`config.mk`:
```
export PLATFORM = sky130hd
export DESIGN_NAME = ddr5_bank_sequencer
export DESIGN_NICKNAME = d
export VERILOG_FILES = /design/src/rtl/ddr5_bank_sequencer.sv
export SDC_FILE = /design/constraint.sdc
export NUM_CORES = 1
export LEC_CHECK = 0
export BUFFER_PORTS_ARGS = -buffer_cell sky130_fd_sc_hd__buf_2
export CAP_MARGIN = 20
export CORE_UTILIZATION = 55
export CTS_CLUSTER_SIZE = 28
export DETAILED_ROUTE_END_ITERATION = 8
export GPL_ROUTABILITY_DRIVEN = 1
export PLACE_DENSITY_LB_ADDON = 0.15
export SKIP_LAST_GASP = 1
export SYNTH_ARGS = -nofsm -noshare
export SYNTH_HDL_FRONTEND = slang
export SYNTH_SLANG_ARGS = --single-unit
export TNS_END_PERCENT = 5
```
`constraint.sdc`:
```
create_clock -name clk -period 3.33 [get_ports clk]
set_input_delay 0.1665 -clock clk [delete_from_list [all_inputs] [get_ports clk]]
set_output_delay 0.1665 -clock clk [all_outputs]
set_load 0.1 [all_outputs]
```
`src/rtl/ddr5_bank_sequencer.sv`:
```
`default_nettype none
// ======================================================================
// ddr5_bank_sequencer : single-bank ACT -> RD/WR -> PRE command sequencer
// Optional macro OPEN_PAGE_EN keeps the row open for same-row hits.
// Revision 1.0
// ======================================================================
module ddr5_bank_sequencer #(
  parameter int T_RCD      = 76,
  parameter int T_RAS      = 152,
  parameter int T_RC       = 228,
  parameter int T_RP       = 76,
  parameter int T_RTP      = 36,
  parameter int T_CWD      = 76,
  parameter int T_BURST    = 16,
  parameter int T_WR       = 60,
`ifdef OPEN_PAGE_EN
  parameter int T_CCD_L    = 22,
  parameter int T_CCD_L_WR = 94,
`endif
  parameter int CNT_W      = 9
) (
  input  logic        clk,
  input  logic        rst_n,
  input  logic        req_valid,
  output logic        req_ready,
  input  logic        req_write,
  input  logic [2:0]  req_bg,
  input  logic [1:0]  req_bank,
  input  logic [15:0] req_row,
  input  logic [9:0]  req_col,
  output logic        cmd_valid,
  output logic [1:0]  cmd_type,
  output logic [2:0]  cmd_bg,
  output logic [1:0]  cmd_bank,
  output logic [15:0] cmd_addr,
  output logic        busy
);

  typedef enum logic [2:0] {
    S_IDLE     = 3'd0,
    S_ACT      = 3'd1,
    S_WAIT_RCD = 3'd2,
    S_COL      = 3'd3,
    S_WAIT_PRE = 3'd4,
    S_PRE      = 3'd5
`ifdef OPEN_PAGE_EN
    , S_OPEN   = 3'd6
`endif
  } state_t;

  localparam logic [CNT_W-1:0] ONE    = CNT_W'(1);
  localparam logic [CNT_W-1:0] LD_RCD = CNT_W'(T_RCD - 1);
  localparam logic [CNT_W-1:0] LD_RAS = CNT_W'(T_RAS - 1);
  localparam logic [CNT_W-1:0] LD_RC  = CNT_W'(T_RC - 1);
  localparam logic [CNT_W-1:0] LD_RP  = CNT_W'(T_RP - 1);
  localparam logic [CNT_W-1:0] LD_RTP = CNT_W'(T_RTP - 1);
  localparam logic [CNT_W-1:0] LD_WRP = CNT_W'(T_CWD + T_BURST + T_WR - 1);
`ifdef OPEN_PAGE_EN
  localparam logic [CNT_W-1:0] LD_CCD_RD = CNT_W'(T_CCD_L - 1);
  localparam logic [CNT_W-1:0] LD_CCD_WR = CNT_W'(T_CCD_L_WR - 1);
`endif

  function automatic logic [CNT_W-1:0] dec(input logic [CNT_W-1:0] v);
    return (v == '0) ? '0 : v - ONE;
  endfunction

  state_t            state_q, state_d;
  logic              rdy_en_q;
  logic              wr_q;
  logic [2:0]        bg_q, cur_bg_q;
  logic [1:0]        bank_q, cur_bank_q;
  logic [15:0]       row_q, cur_row_q;
  logic [9:0]        col_q;
  logic [CNT_W-1:0]  rcd_q, ras_q, rc_q, rp_q, pre_q;

  logic              accept, act_ok, gate_lat;
  logic              do_act, do_col, do_pre, latch;
  logic [2:0]        act_bg;
  logic [1:0]        act_bank;
  logic [15:0]       act_row;
  logic              col_wr;
  logic [9:0]        col_addr;

`ifdef OPEN_PAGE_EN
  logic              pend_q, pend_d, has_col_q, last_wr_q;
  logic [CNT_W-1:0]  ccd_rd_q, ccd_wr_q;
  logic              gate_req, hit;

  // Same-type column pairs use tCCD_L; mixed pairs wait out the pre-delay.
  assign gate_lat = (rcd_q == '0) && (!has_col_q ||
                    ((wr_q == last_wr_q) ? (wr_q ? (ccd_wr_q == '0) : (ccd_rd_q == '0))
                                         : (pre_q == '0)));
  assign gate_req = (rcd_q == '0) && (!has_col_q ||
                    ((req_write == last_wr_q) ? (req_write ? (ccd_wr_q == '0) : (ccd_rd_q == '0))
                                              : (pre_q == '0)));
  assign hit      = (req_bg == cur_bg_q) && (req_bank == cur_bank_q) && (req_row == cur_row_q);
`else
  assign gate_lat = (rcd_q == '0);
`endif

  assign act_ok = (rp_q == '0) && (rc_q == '0);
  assign accept = req_valid && req_ready;

  always_comb begin
    req_ready = 1'b0;
    if (rdy_en_q) begin
      case (state_q)
        S_IDLE:  req_ready = act_ok;
`ifdef OPEN_PAGE_EN
        S_OPEN:  req_ready = 1'b1;
`endif
        default: req_ready = 1'b0;
      endcase
    end
  end

  always_comb begin
    state_d  = state_q;
    do_act   = 1'b0;
    do_col   = 1'b0;
    do_pre   = 1'b0;
    latch    = 1'b0;
    act_bg   = bg_q;
    act_bank = bank_q;
    act_row  = row_q;
    col_wr   = wr_q;
    col_addr = col_q;
`ifdef OPEN_PAGE_EN
    pend_d   = pend_q;
`endif
    case (state_q)
      S_IDLE: begin
        if (accept) begin
          latch    = 1'b1;
          do_act   = 1'b1;
          act_bg   = req_bg;
          act_bank = req_bank;
          act_row  = req_row;
          state_d  = S_ACT;
        end
      end
      S_ACT, S_WAIT_RCD: begin
        if (gate_lat) begin
          do_col  = 1'b1;
          state_d = S_COL;
        end else begin
          state_d = S_WAIT_RCD;
        end
      end
      S_COL: begin
`ifdef OPEN_PAGE_EN
        state_d = S_OPEN;
`else
        state_d = S_WAIT_PRE;
`endif
      end
      S_WAIT_PRE: begin
        if ((ras_q == '0) && (pre_q == '0)) begin
          do_pre  = 1'b1;
          state_d = S_PRE;
        end
      end
      S_PRE: begin
`ifdef OPEN_PAGE_EN
        // A pending miss re-activates straight from here once tRP/tRC allow.
        if (pend_q) begin
          if (act_ok) begin
            do_act  = 1'b1;
            pend_d  = 1'b0;
            state_d = S_ACT;
          end
        end else begin
          state_d = S_IDLE;
        end
`else
        state_d = S_IDLE;
`endif
      end
`ifdef OPEN_PAGE_EN
      S_OPEN: begin
        if (accept) begin
          latch = 1'b1;
          if (hit) begin
            if (gate_req) begin
              do_col   = 1'b1;
              col_wr   = req_write;
              col_addr = req_col;
              state_d  = S_COL;
            end else begin
              state_d  = S_WAIT_RCD;
            end
          end else begin
            pend_d  = 1'b1;
            state_d = S_WAIT_PRE;
          end
        end
      end
`endif
      default: state_d = S_IDLE;
    endcase
  end

  always_ff @(posedge clk or negedge rst_n) begin
    if (!rst_n) begin
      state_q    <= S_IDLE;
      rdy_en_q   <= 1'b0;
      busy       <= 1'b0;
      wr_q       <= 1'b0;
      bg_q       <= '0;
      bank_q     <= '0;
      row_q      <= '0;
      col_q      <= '0;
      cur_bg_q   <= '0;
      cur_bank_q <= '0;
      cur_row_q  <= '0;
      rcd_q      <= '0;
      ras_q      <= '0;
      rc_q       <= '0;
      rp_q       <= '0;
      pre_q      <= '0;
      cmd_valid  <= 1'b0;
      cmd_type   <= '0;
      cmd_bg     <= '0;
      cmd_bank   <= '0;
      cmd_addr   <= '0;
`ifdef OPEN_PAGE_EN
      pend_q     <= 1'b0;
      has_col_q  <= 1'b0;
      last_wr_q  <= 1'b0;
      ccd_rd_q   <= '0;
      ccd_wr_q   <= '0;
`endif
    end else begin
      state_q  <= state_d;
      rdy_en_q <= 1'b1;
      busy     <= (state_d != S_IDLE);
      if (latch) begin
        wr_q   <= req_write;
        bg_q   <= req_bg;
        bank_q <= req_bank;
        row_q  <= req_row;
        col_q  <= req_col;
      end
      if (do_act) begin
        cur_bg_q   <= act_bg;
        cur_bank_q <= act_bank;
        cur_row_q  <= act_row;
      end
      rcd_q <= do_act ? LD_RCD : dec(rcd_q);
      ras_q <= do_act ? LD_RAS : dec(ras_q);
      rc_q  <= do_act ? LD_RC  : dec(rc_q);
      rp_q  <= do_pre ? LD_RP  : dec(rp_q);
      pre_q <= do_col ? (col_wr ? LD_WRP : LD_RTP) : dec(pre_q);
`ifdef OPEN_PAGE_EN
      pend_q   <= pend_d;
      ccd_rd_q <= (do_col && !col_wr) ? LD_CCD_RD : dec(ccd_rd_q);
      ccd_wr_q <= (do_col &&  col_wr) ? LD_CCD_WR : dec(ccd_wr_q);
      if (do_act) begin
        has_col_q <= 1'b0;
      end else if (do_col) begin
        has_col_q <= 1'b1;
        last_wr_q <= col_wr;
      end
`endif
      cmd_valid <= do_act | do_col | do_pre;
      if (do_act) begin
        cmd_type <= 2'd0;
        cmd_bg   <= act_bg;
        cmd_bank <= act_bank;
        cmd_addr <= act_row;
      end else if (do_col) begin
        cmd_type <= col_wr ? 2'd2 : 2'd1;
        cmd_bg   <= cur_bg_q;
        cmd_bank <= cur_bank_q;
        cmd_addr <= {6'd0, col_addr};
      end else if (do_pre) begin
        cmd_type <= 2'd3;
        cmd_bg   <= cur_bg_q;
        cmd_bank <= cur_bank_q;
        cmd_addr <= cur_row_q;
      end
    end
  end

endmodule
`default_nettype wire

```
; Word-level counts from Yosys, hierarchy flattened
; Index checks and enable logic that the tools add are counted.
[totals]
word_cells = 86
inputBits = 35
register_bits = 127
[op_classes]
n_addsub = 5
n_mux = 42
n_eq_ne = 4
n_reduce_logical = 12
n_bitwise = 2
[op_table]
columns = cell, count
row1 = 9-bit 2-to-1 mux, 10
row2 = 16-bit 2-to-1 mux, 5
row3 = 9-bit zero test, 5
row4 = "9-bit by 1-bit subtractor with 9-bit output, second input constant", 5
row5 = 3-bit 2-to-1 mux, 7
row6 = 2-bit 2-to-1 mux, 9
row7 = 3-bit case mux with 4 select lines, 1
row8 = 1-bit 2-to-1 mux, 9
row9 = 8-bit 2-to-1 mux, 1
row10 = "3-bit by 2-bit equality test with 1-bit output, second input constant", 2
row11 = 3-bit nonzero test, 2
row12 = "3-bit by 1-bit equality test with 1-bit output, second input constant", 1
row13 = "3-bit equality test, second input constant", 1
row14 = 1-bit logical AND, 3
row15 = 3-bit zero test, 1
row16 = 1-bit OR, 2
row17 = 2-bit OR reduction, 1

; Depth between registers and ports, before layout
; Gate-level depths: netlist of the first run.
[depth]
depth_word = 9
depth_mapped = 10
ltp_nobuf = 7

; Worst setup path before layout of the first run
; OpenSTA, ideal clock, no wires.
[synth_timing]
path_kind = flip-flop to output port
startpoint = register rc_q[0]
endpoint = output req_ready
n_path_buf = 0
path_stages_with_launch = 6
path_slack_ps = 841
arrival_ps = 2323
path_cell_list = dfrtp_1 inv_1 ha_1 or4b_2 nor2_2 and3_1
[synth_between]
elab_chain_cells = 4
[synth_lines]
columns = item, line_no
row1 = from (decl), 74  ; logic [CNT_W-1:0] rcd_q, ras_q, rc_q, rp_q, pre_q;
row2 = from (signal assigned), 251  ; rc_q <= do_act ? LD_RC : dec(rc_q);
row3 = 9-bit zero test, 101  ; assign act_ok = (rp_q == '0) && (rc_q == '0);
row4 = 1-bit logical AND, 101
row5 = 1-bit 2-to-1 mux, 107  ; case (state_q)
row6 = 1-bit 2-to-1 mux, 106  ; if (rdy_en_q) begin
row7 = to (decl), 25  ; output logic req_ready,
; No other way between the ends.

; Worst setup path after layout of the first run
; Ends and elaborated chain as after synthesis.

==> results_dict.tcl, run 1 <==
set metrics [dict create \
    drc_errors 0 \
    clock_sink_count 127 \
    worstHoldPathCells 4 \
    grt_start_max_net_pins 73 \
    timing.slew.headroom 0.422 \
    final.setup.worst_slack_ns 0.343 \
    sum_of_negative_setup_slack_ns 0 \
    antenna_found_initial 0 \
    crit_arrival_ns 2.82 \
    ff2ff_path_depth 7 \
    iteration_0_drc_markers 273 \
    post_drt_via_cell_ratio 5.60 \
    synth_cells 570 \
    maxCapViolations 0 \
    worst_setup_path_end_kind "output pin" \
    synth.lib_cells_used.distinct 51 \
    num_vias 4508 \
    dr.pass1.iters 6 \
    finalClockSkew_ns 0.00811 \
    timing.hold.ws_ns 0.0205 \
    synth_enable_flop_cells 0 \
    clkTransAtPathRegs_ns 0.06 \
    synth.net_count 614 \
    grt_pass1_wl_um 21800 \
    numCtsBuffers 17 \
    timing.final.max_slew_violations 0 \
    part_of_the_yosys_area_used_for_sequential_elements 0.556 \
    synth_ff_type "sky130_fd_sc_hd__dfrtp_1" \
    globalplace.congestion 0.846 \
    synth-seq-cells 127 \
    clock_path_buffers 2 \
    tightestPinTransition_ns 0.867 \
    dpl.hpwl_um 8280 \
    layout.filler_cells 750 \
    syn_area_per_cell_um2 10.0 \
    fmaxAchievable_mhz 335 \
    crit_required_ns 3.16 \
    die-area_um2 10800 \
    antenna_cells 0 \
    period_minus_slack_ns 2.99 \
    initial_core_util 0.577 \
    design.core.area_um2 9910 \
    setup_viol 0 \
    async_flop_share 1.00 \
    cts_tree "built" \
    unrepaired_setup_endpoints_after_global_routing "false" \
    highest_fanout_seen_on_the_critical_path 10 \
    clockRootBuffer "sky130_fd_sc_hd__clkbuf_8" \
    postRouteWirelength_um 12800 \
    drive_above_1_share 0.186 \
    globalRoute.totalOverflow 0 \
    post_cts.repair.setup_buffers 0 \
    pleak_nw 3.61 \
    place.port_buffers 60 \
    routedWlPerCell_um 15.9 \
    layout-area-overhead-vs-synth_pct 21.5 \
    peakVddDrop_mv 0.382 \
    dieWidth_um 104 \
    mapped_cell_area_um2 5710 \
    worst_setup_path_start_kind "flip-flop" \
    cellPowerDensity_nw_per_um2 485 \
    fin_nets 703 \
    period_share 0.897 \
    hold_path_class "primary input to flip-flop" \
    fp.dieH_um 104 \
    critical_path_class "flip-flop to output pin" \
    htreeDepth 4 \
    final_antenna_net_count 0 \
    timing.final.hold_violations 0 \
    yosysWarnings 0 \
    io_count 61 \
    grt.total_usage 0.259 \
    grt_pass1_vias 4517 \
    row_count 36 \
    clock_latency_ns 0.52 \
    run_status "complete, no violations" \
    preCtsSetupSlack_ns 0.600 \
]
-- cell usage after synthesis (7+ instances only) --
library cell / instances / area, um^2
sky130_fd_sc_hd__mux2i_1: 22 / 220
sky130_fd_sc_hd__o22ai_1: 15 / 93.8
sky130_fd_sc_hd__ha_1: 9 / 113
sky130_fd_sc_hd__mux2_2: 10 / 113
sky130_fd_sc_hd__nand2_1: 70 / 263
sky130_fd_sc_hd__clkbuf_1: 7 / 26.3
sky130_fd_sc_hd__nor2_1: 112 / 420
sky130_fd_sc_hd__nor4_1: 7 / 43.8
sky130_fd_sc_hd__a21oi_1: 17 / 85.1
sky130_fd_sc_hd__inv_1: 14 / 52.6
sky130_fd_sc_hd__and2_1: 10 / 62.6
sky130_fd_sc_hd__xnor2_1: 14 / 123
sky130_fd_sc_hd__nor3_2: 7 / 70.1
sky130_fd_sc_hd__nand3_1: 11 / 55.1
sky130_fd_sc_hd__o21ai_0: 21 / 105
sky130_fd_sc_hd__nor3_1: 23 / 115
sky130_fd_sc_hd__buf_2: 12 / 60.1
sky130_fd_sc_hd__dfrtp_1: 127 / 3180
-- sequential cells by signal, summed over array words and instances (netlist names) --
signal      flops
cmd_addr       16
cur_row_q      16
row_q          16
col_addr       10
pre_q           9
ras_q           9
rc_q            9
rcd_q           9
rp_q            9
bg_q            3
cmd_bg          3
cur_bg_q        3
state_q         3
bank_q          2
cmd_bank        2
cmd_type        2
cur_bank_q      2
busy            1
cmd_valid       1
col_wr          1
rdy_en_q        1
-- worst max-delay path, stage by stage, from the launching register on --
cell and delay [ns]:
sky130_fd_sc_hd__dfrtp_1 0.40, sky130_fd_sc_hd__inv_1 0.11, sky130_fd_sc_hd__ha_1 0.19, sky130_fd_sc_hd__or4b_2 0.65, sky130_fd_sc_hd__nor2_2 0.29, sky130_fd_sc_hd__and3_1 0.23, sky130_fd_sc_hd__buf_2 0.43
-- placed cells by master (no fill, tap or decap), drive strengths merged, types with 3 or more instances in the layout --
cell type / count
and4: 3
o31ai: 5
dfrtp: 127
clkinv: 6
a21oi: 17
nor2: 113
and2: 11
nand3: 11
xor2: 4
mux2i: 22
nor4b: 4
o22ai: 15
clkbuf: 21
mux2: 10
a221oi: 5
nor3: 30
or4: 4
clkinvlp: 3
nand2: 70
o21ai: 21
o21a: 5
or3: 4
ha: 9
dlygate4sd3: 23
xnor2: 14
buf: 71
nor4: 7
inv: 14
-- routing by layer --
layer / GRT usage / routed length (um)
met4: 0.0867 / 149
met2: 0.425 / 6410
met3: 0.0677 / 522
met1: 0.336 / 5700
met5: 0 / 0
-- cells by family after synthesis --
logic type,count (synthesis),share of synthesized area
muxes,32,0.0582
buffers and inverters,38,0.0335
and+or+nand+nor,269,0.219
adders and majority gates,9,0.0197
DFF,127,0.556
AOI/OAI and AO/OA,76,0.0856
other,1,0.000656
xor gates and xnor gates,18,0.0276
-- path summary, 6_finish.rpt --
check,startpoint,to,slack (ns)
min in group asynchronous,rst_n,ras_q[3],0.25
worst min register to register,bg_q[2],bg_q[2],0.47
worst max-delay path,rc_q[0],req_ready,0.34
worst max register to register,rcd_q[0],cmd_addr[7],0.58
max in group asynchronous,rst_n,cur_row_q[0],2.25
worst min-delay path,req_row[9],cur_row_q[9],0.02
-- where the power goes --
group | internal (mW) | switching [mW] | total [mW]
Combinational | 0.0423 | 0.0495 | 0.0918
Clock | 1.08 | 0.656 | 1.73
Sequential | 1.54 | 0.000119 | 1.54
Total | 2.66 | 0.706 | 3.37
-- final cells by class --
cell class                      instances  area [um^2]  area share
Clock buffer                           21          439      0.0632
Clock inverter                         11          116      0.0168
Inverter                               14         52.6     0.00757
Multi-Input combinational cell        405         2350       0.339
Sequential cell                       127         3180       0.458
Tap cell                              133          166      0.0240
Timing Repair Buffer                   94          641      0.0923
-- through the flow --
step                      std cells  cell area [um^2]  utilization  total power [mW]
after CTS                       805              6940        0.701              3.39
final                           805              6940        0.701              3.37
after global routing            805              6940        0.701              3.47
after detailed placement        750              6160        0.621              1.64
after global placement          750              6160        0.621              1.64
after floorplan                 570              5710            -              1.59
-- repair_timing --
item                      4_1_cts  5_1_grt
hold endpoints to repair       79        0
gates resized for setup         0        0
hold buffers                   23        0
No activity file was read; power rests on OpenSTA's default activity.
==> inputs of run 2 (changes only) <==
--- a/config.mk
+++ b/config.mk
@@ -11,6 +11,7 @@
 export CTS_CLUSTER_SIZE = 28
 export DETAILED_ROUTE_END_ITERATION = 8
 export GPL_ROUTABILITY_DRIVEN = 1
+export HOLD_SLACK_MARGIN = 0.05
 export PLACE_DENSITY_LB_ADDON = 0.15
 export SKIP_LAST_GASP = 1
 export SYNTH_ARGS = -nofsm -noshare
==> results_dict.tcl, run 2 (same netlist as run 1, synthesis figures left out) <==
set metrics [dict create \
    run_status "complete, no violations" \
    timing.slew.headroom 0.425 \
    numCtsBuffers 17 \
    initial_core_util 0.577 \
    design.core.area_um2 9910 \
    holdPathEnd "cur_row_q[3]" \
    fmaxAchievable_mhz 334 \
    worst_setup_path_start_kind "flip-flop" \
    mostFrequentLayoutCells "sky130_fd_sc_hd__dfrtp_1 (127), sky130_fd_sc_hd__nor2_1 (112), sky130_fd_sc_hd__nand2_1 (70), sky130_fd_sc_hd__buf_2 (59), sky130_fd_sc_hd__dlygate4sd3_1 (32)" \
    post_cts.repair.setup_buffers 0 \
    dpl.cell_count 750 \
    period_share 0.899 \
    post_drt_via_cell_ratio 5.60 \
    globalRoute.totalOverflow 0 \
    ff2ff_path_depth 7 \
    globalplace.congestion 0.846 \
    grt.total_usage 0.260 \
    iteration_0_drc_markers 286 \
    routedWlPerCell_um 15.8 \
    sum_of_negative_setup_slack_ns 0 \
    maxCapViolations 0 \
    postRouteWirelength_um 12900 \
    worst_setup_path_end_kind "output pin" \
    worstHoldPathCells 4 \
    row_count 36 \
    pleak_nw 3.65 \
    post_cts_resize_count 0 \
    most_common_cell_after_layout_fill_and_taps_aside "sky130_fd_sc_hd__dfrtp_1" \
    fp.dieH_um 104 \
    number_of_non_filler_instances_in_the_completed_layout 814 \
    grt_start_max_net_pins 73 \
    utilization 0.710 \
    antenna_found_initial 0 \
    timing.rr.start "rcd_q[0]" \
    peakVddDrop_mv 0.381 \
    critical_path_class "flip-flop to output pin" \
    period_minus_slack_ns 2.99 \
    grt_pass1_vias 4551 \
    dr.pass1.iters 5 \
    drc_errors 0 \
    cts_tree "built" \
    clkTransAtPathRegs_ns 0.06 \
    dieWidth_um 104 \
    layout-area-overhead-vs-synth_pct 23.1 \
    setup_viol 0 \
    timing.hold.ws_ns 0.0698 \
    tightestPinTransition_ns 0.863 \
    dpl.hpwl_um 8280 \
    num_vias 4558 \
    antenna_cells 0 \
    grt_pass1_wl_um 21900 \
    timing.final.max_slew_violations 0 \
    fin_nets 712 \
    clockRootBuffer "sky130_fd_sc_hd__clkbuf_8" \
    unrepaired_setup_endpoints_after_global_routing "false" \
    reg_top3 "cmd_addr (16), cur_row_q (16), row_q (16)" \
    clock_latency_ns 0.53 \
    place.port_buffers 60 \
    clock_path_buffers 2 \
    io_count 61 \
    clock_sink_count 127 \
    hold_path_class "primary input to flip-flop" \
    die-area_um2 10800 \
    htreeDepth 4 \
    timing.final.hold_violations 0 \
    crit_arrival_ns 2.83 \
    hold_path.startpoint "req_row[3]" \
    cellPowerDensity_nw_per_um2 480 \
    drive_above_1_share 0.184 \
    finalClockSkew_ns 0.00690 \
    highest_fanout_seen_on_the_critical_path 10 \
    crit_required_ns 3.16 \
    holdBufCountCts 32 \
    r2r_end "cmd_bank[0]" \
    worst-r2r-setup-slack_ns 0.58 \
    final_antenna_net_count 0 \
]
## run 2: cell types whose count changed in the layout (fill, tap and decap cells not counted)
cell,change
sky130_fd_sc_hd__dlygate4sd3_1,+9
## run 2: critical path, cell delays in order, from the launching register on
cell and delay (ns):
sky130_fd_sc_hd__dfrtp_1 0.40, sky130_fd_sc_hd__inv_1 0.11, sky130_fd_sc_hd__ha_1 0.19, sky130_fd_sc_hd__or4b_2 0.65, sky130_fd_sc_hd__nor2_2 0.30, sky130_fd_sc_hd__and3_1 0.22
sky130_fd_sc_hd__buf_2 0.43
## run 2: per-stage QoR
step                area, um^2  worst slack, ns  power, mW
CTS                       7030            0.348       3.40
global route              7030            0.202       3.48
floorplan                 5710            0.841       1.59
detailed placement        6160            0.600       1.64
global placement          6160            0.656       1.64
finish                    7030            0.336       3.38
## run 2: worst max path at each step
stage,start,to
after floorplan,rc_q[0],req_ready
after global placement,rcd_q[0],cmd_bg[0]
after detailed placement,rcd_q[0],cmd_bg[0]
after CTS,rc_q[0],req_ready
after global routing,rc_q[0],req_ready
final,rc_q[0],req_ready
## run 2: report_power, final
| group | switching (mW) | total [mW] | internal (mW) |
|---|---|---|---|
| clock | 0.654 | 1.73 | 1.08 |
| combinational | 0.0509 | 0.100 | 0.0492 |
| sequential | 0.000119 | 1.55 | 1.54 |
## run 2: layout make-up
| class | instances | area (um^2) |
|---|---|---|
| multi-input cells | 405 | 2350 |
| inverters | 14 | 52.6 |
| well taps | 133 | 166 |
| fillers | 735 | 2880 |
| clock inverters | 11 | 116 |
| clock buffers | 21 | 439 |
| repair buffers | 103 | 731 |
| flip-flops and latches | 127 | 3180 |
## run 2: per-layer routing
metal  part of all wire  global-route usage  up-vias
met4              0.013              0.0857        0
met1               0.45               0.337     2285
li1                   -                   -     2143
met2               0.50               0.428      114
met3              0.041              0.0677       16
met5                  0                   0        -
==> inputs of run 3 (changes only) <==
--- a/config.mk
+++ b/config.mk
@@ -7,7 +7,7 @@
 export LEC_CHECK = 0
 export BUFFER_PORTS_ARGS = -buffer_cell sky130_fd_sc_hd__buf_2
 export CAP_MARGIN = 20
-export CORE_UTILIZATION = 55
+export CORE_UTILIZATION = 50
 export CTS_CLUSTER_SIZE = 28
 export DETAILED_ROUTE_END_ITERATION = 8
 export GPL_ROUTABILITY_DRIVEN = 1
==> results_dict.tcl, run 3 (same netlist as run 1, synthesis figures left out) <==
set metrics [dict create \
    numCtsBuffers 17 \
    hold_path.startpoint "req_row[12]" \
    clkTransAtPathRegs_ns 0.06 \
    timing.final.hold_violations 0 \
    finalClockSkew_ns 0.00999 \
    grt_pass1_wl_um 21600 \
    worstHoldPathCells 3 \
    crit_path_top_delay_cell "sky130_fd_sc_hd__or4b_2" \
    worst_setup_path_end_kind "output pin" \
    worst_setup_path_start_kind "flip-flop" \
    die-area_um2 11900 \
    mostFrequentLayoutCells "sky130_fd_sc_hd__dfrtp_1 (127), sky130_fd_sc_hd__nor2_1 (112), sky130_fd_sc_hd__nand2_1 (70), sky130_fd_sc_hd__buf_2 (59)" \
    io_count 61 \
    fp.dieH_um 109 \
    place.port_buffers 60 \
    r2r_end "busy" \
    design.core.area_um2 11000 \
    unrepaired_setup_endpoints_after_global_routing "false" \
    highest_fanout_seen_on_the_critical_path 10 \
    crit_path_buffers_inverters 2 \
    critical_path_class "flip-flop to output pin" \
    initial_core_util 0.520 \
    fin_nets 696 \
    crit_arrival_ns 2.73 \
    design_power_total_mw 3.66 \
    final_antenna_net_count 0 \
    ff2ff_path_depth 7 \
    antenna_cells 0 \
    timing.rr.start "rcd_q[0]" \
    htreeDepth 4 \
    row_count 38 \
    post_drt_via_cell_ratio 5.50 \
    grt.total_usage 0.246 \
    holdBufCountCts 17 \
    grt_start_max_net_pins 71 \
    fmaxAchievable_mhz 346 \
    hold_path_class "primary input to flip-flop" \
    antenna_found_initial 0 \
    drive_above_1_share 0.188 \
    final.setup.worst_slack_ns 0.436 \
    number_of_non_filler_instances_in_the_completed_layout 804 \
    period_minus_slack_ns 2.89 \
    run_status "complete, no violations" \
    routedWlPerCell_um 16.3 \
    post_cts_resize_count 0 \
    setup_viol 0 \
    postRouteWirelength_um 13100 \
    maxCapViolations 0 \
    dpl.hpwl_um 8680 \
    globalplace.congestion 0.850 \
    cp_cell_instances "inv_1 > ha_1 > or4b_2 > nor2_2 > and3_1 > buf_2" \
    clock_sink_count 127 \
    timing.slew.headroom 0.417 \
    clockRootBuffer "sky130_fd_sc_hd__clkbuf_16" \
    holdPathEnd "cmd_addr[12]" \
    num_vias 4418 \
    drc_errors 0 \
    crit_required_ns 3.16 \
    clock_path_buffers 2 \
    timing.final.max_slew_violations 0 \
    cpLargestDelayFamily "simple AND/OR/NAND/NOR gates" \
    post_cts.repair.setup_buffers 0 \
    reg_top3 "cmd_addr (16), cur_row_q (16), row_q (16)" \
    tightestPinTransition_ns 0.874 \
    sum_of_negative_setup_slack_ns 0 \
    peakVddDrop_mv 0.489 \
    grt_pass1_vias 4448 \
    cpPeakStageDelay_ns 0.64 \
    iteration_0_drc_markers 263 \
    layout-area-overhead-vs-synth_pct 21.8 \
    preCtsSetupSlack_ns 0.504 \
    dpl.cell_count 756 \
    pleak_nw 3.62 \
    clock_latency_ns 0.42 \
    dr.pass1.iters 7 \
    period_share 0.869 \
    dieWidth_um 109 \
    globalRoute.totalOverflow 0 \
    most_common_cell_after_layout_fill_and_taps_aside "sky130_fd_sc_hd__dfrtp_1" \
    cellPowerDensity_nw_per_um2 525 \
    cts_tree "built" \
    worst-r2r-setup-slack_ns 0.47 \
]
==> run 3: stage by stage <==
step           hold slack (ns)  instance area [um^2]  utilization
3_3_place_gp             0.282                  6150        0.560
3_5_place_dp             0.290                  6150        0.560
5_1_grt                 0.0716                  6960        0.634
6_report                0.0633                  6960        0.634
2_1_floorplan           -0.129                  5710            -
4_1_cts                 0.0526                  6960        0.634
==> run 3: worst min-delay path, delay by kind of cell <==
kind	cells	cell delay, ns
AOI/OAI and AO/OA	1	0.12
buffers and inverters	1	0.08
muxes	1	0.07
==> run 3: final cells by class <==
class | count | area, um^2
Sequential cell | 127 | 3180
Fill cell | 885 | 4020
Inverter | 14 | 52.6
Clock buffer | 20 | 457
Tap cell | 140 | 175
Timing Repair Buffer | 87 | 561
Multi-Input combinational cell | 405 | 2350
Clock inverter | 11 | 188
==> run 3: worst max-delay path by stage <==
stage | from | end | slack (ns) | cells after the start
5_1_grt | rcd_q[0] | busy | 0.20 | 7
6_report | rc_q[0] | req_ready | 0.44 | 6
3_3_place_gp | rcd_q[0] | busy | 0.48 | 7
3_5_place_dp | rcd_q[0] | busy | 0.50 | 7
2_1_floorplan | rc_q[0] | req_ready | 0.84 | 5
4_1_cts | rc_q[0] | req_ready | 0.44 | 6
==> run 3: per-layer routing <==
layer,GRT usage,share of wire,up-vias
li1,-,-,2129
met1,0.323,0.46,2157
met2,0.375,0.48,115
met3,0.0795,0.047,17
met4,0.102,0.014,0
met5,0,0,-
==> run 3: report_power, final <==
| group | switching [mW] | leakage (nW) | internal, mW |
|---|---|---|---|
| combinational | 0.0489 | 1.61 | 0.0377 |
| clock | 0.669 | 0.308 | 1.36 |
| sequential | 0.000161 | 1.70 | 1.54 |
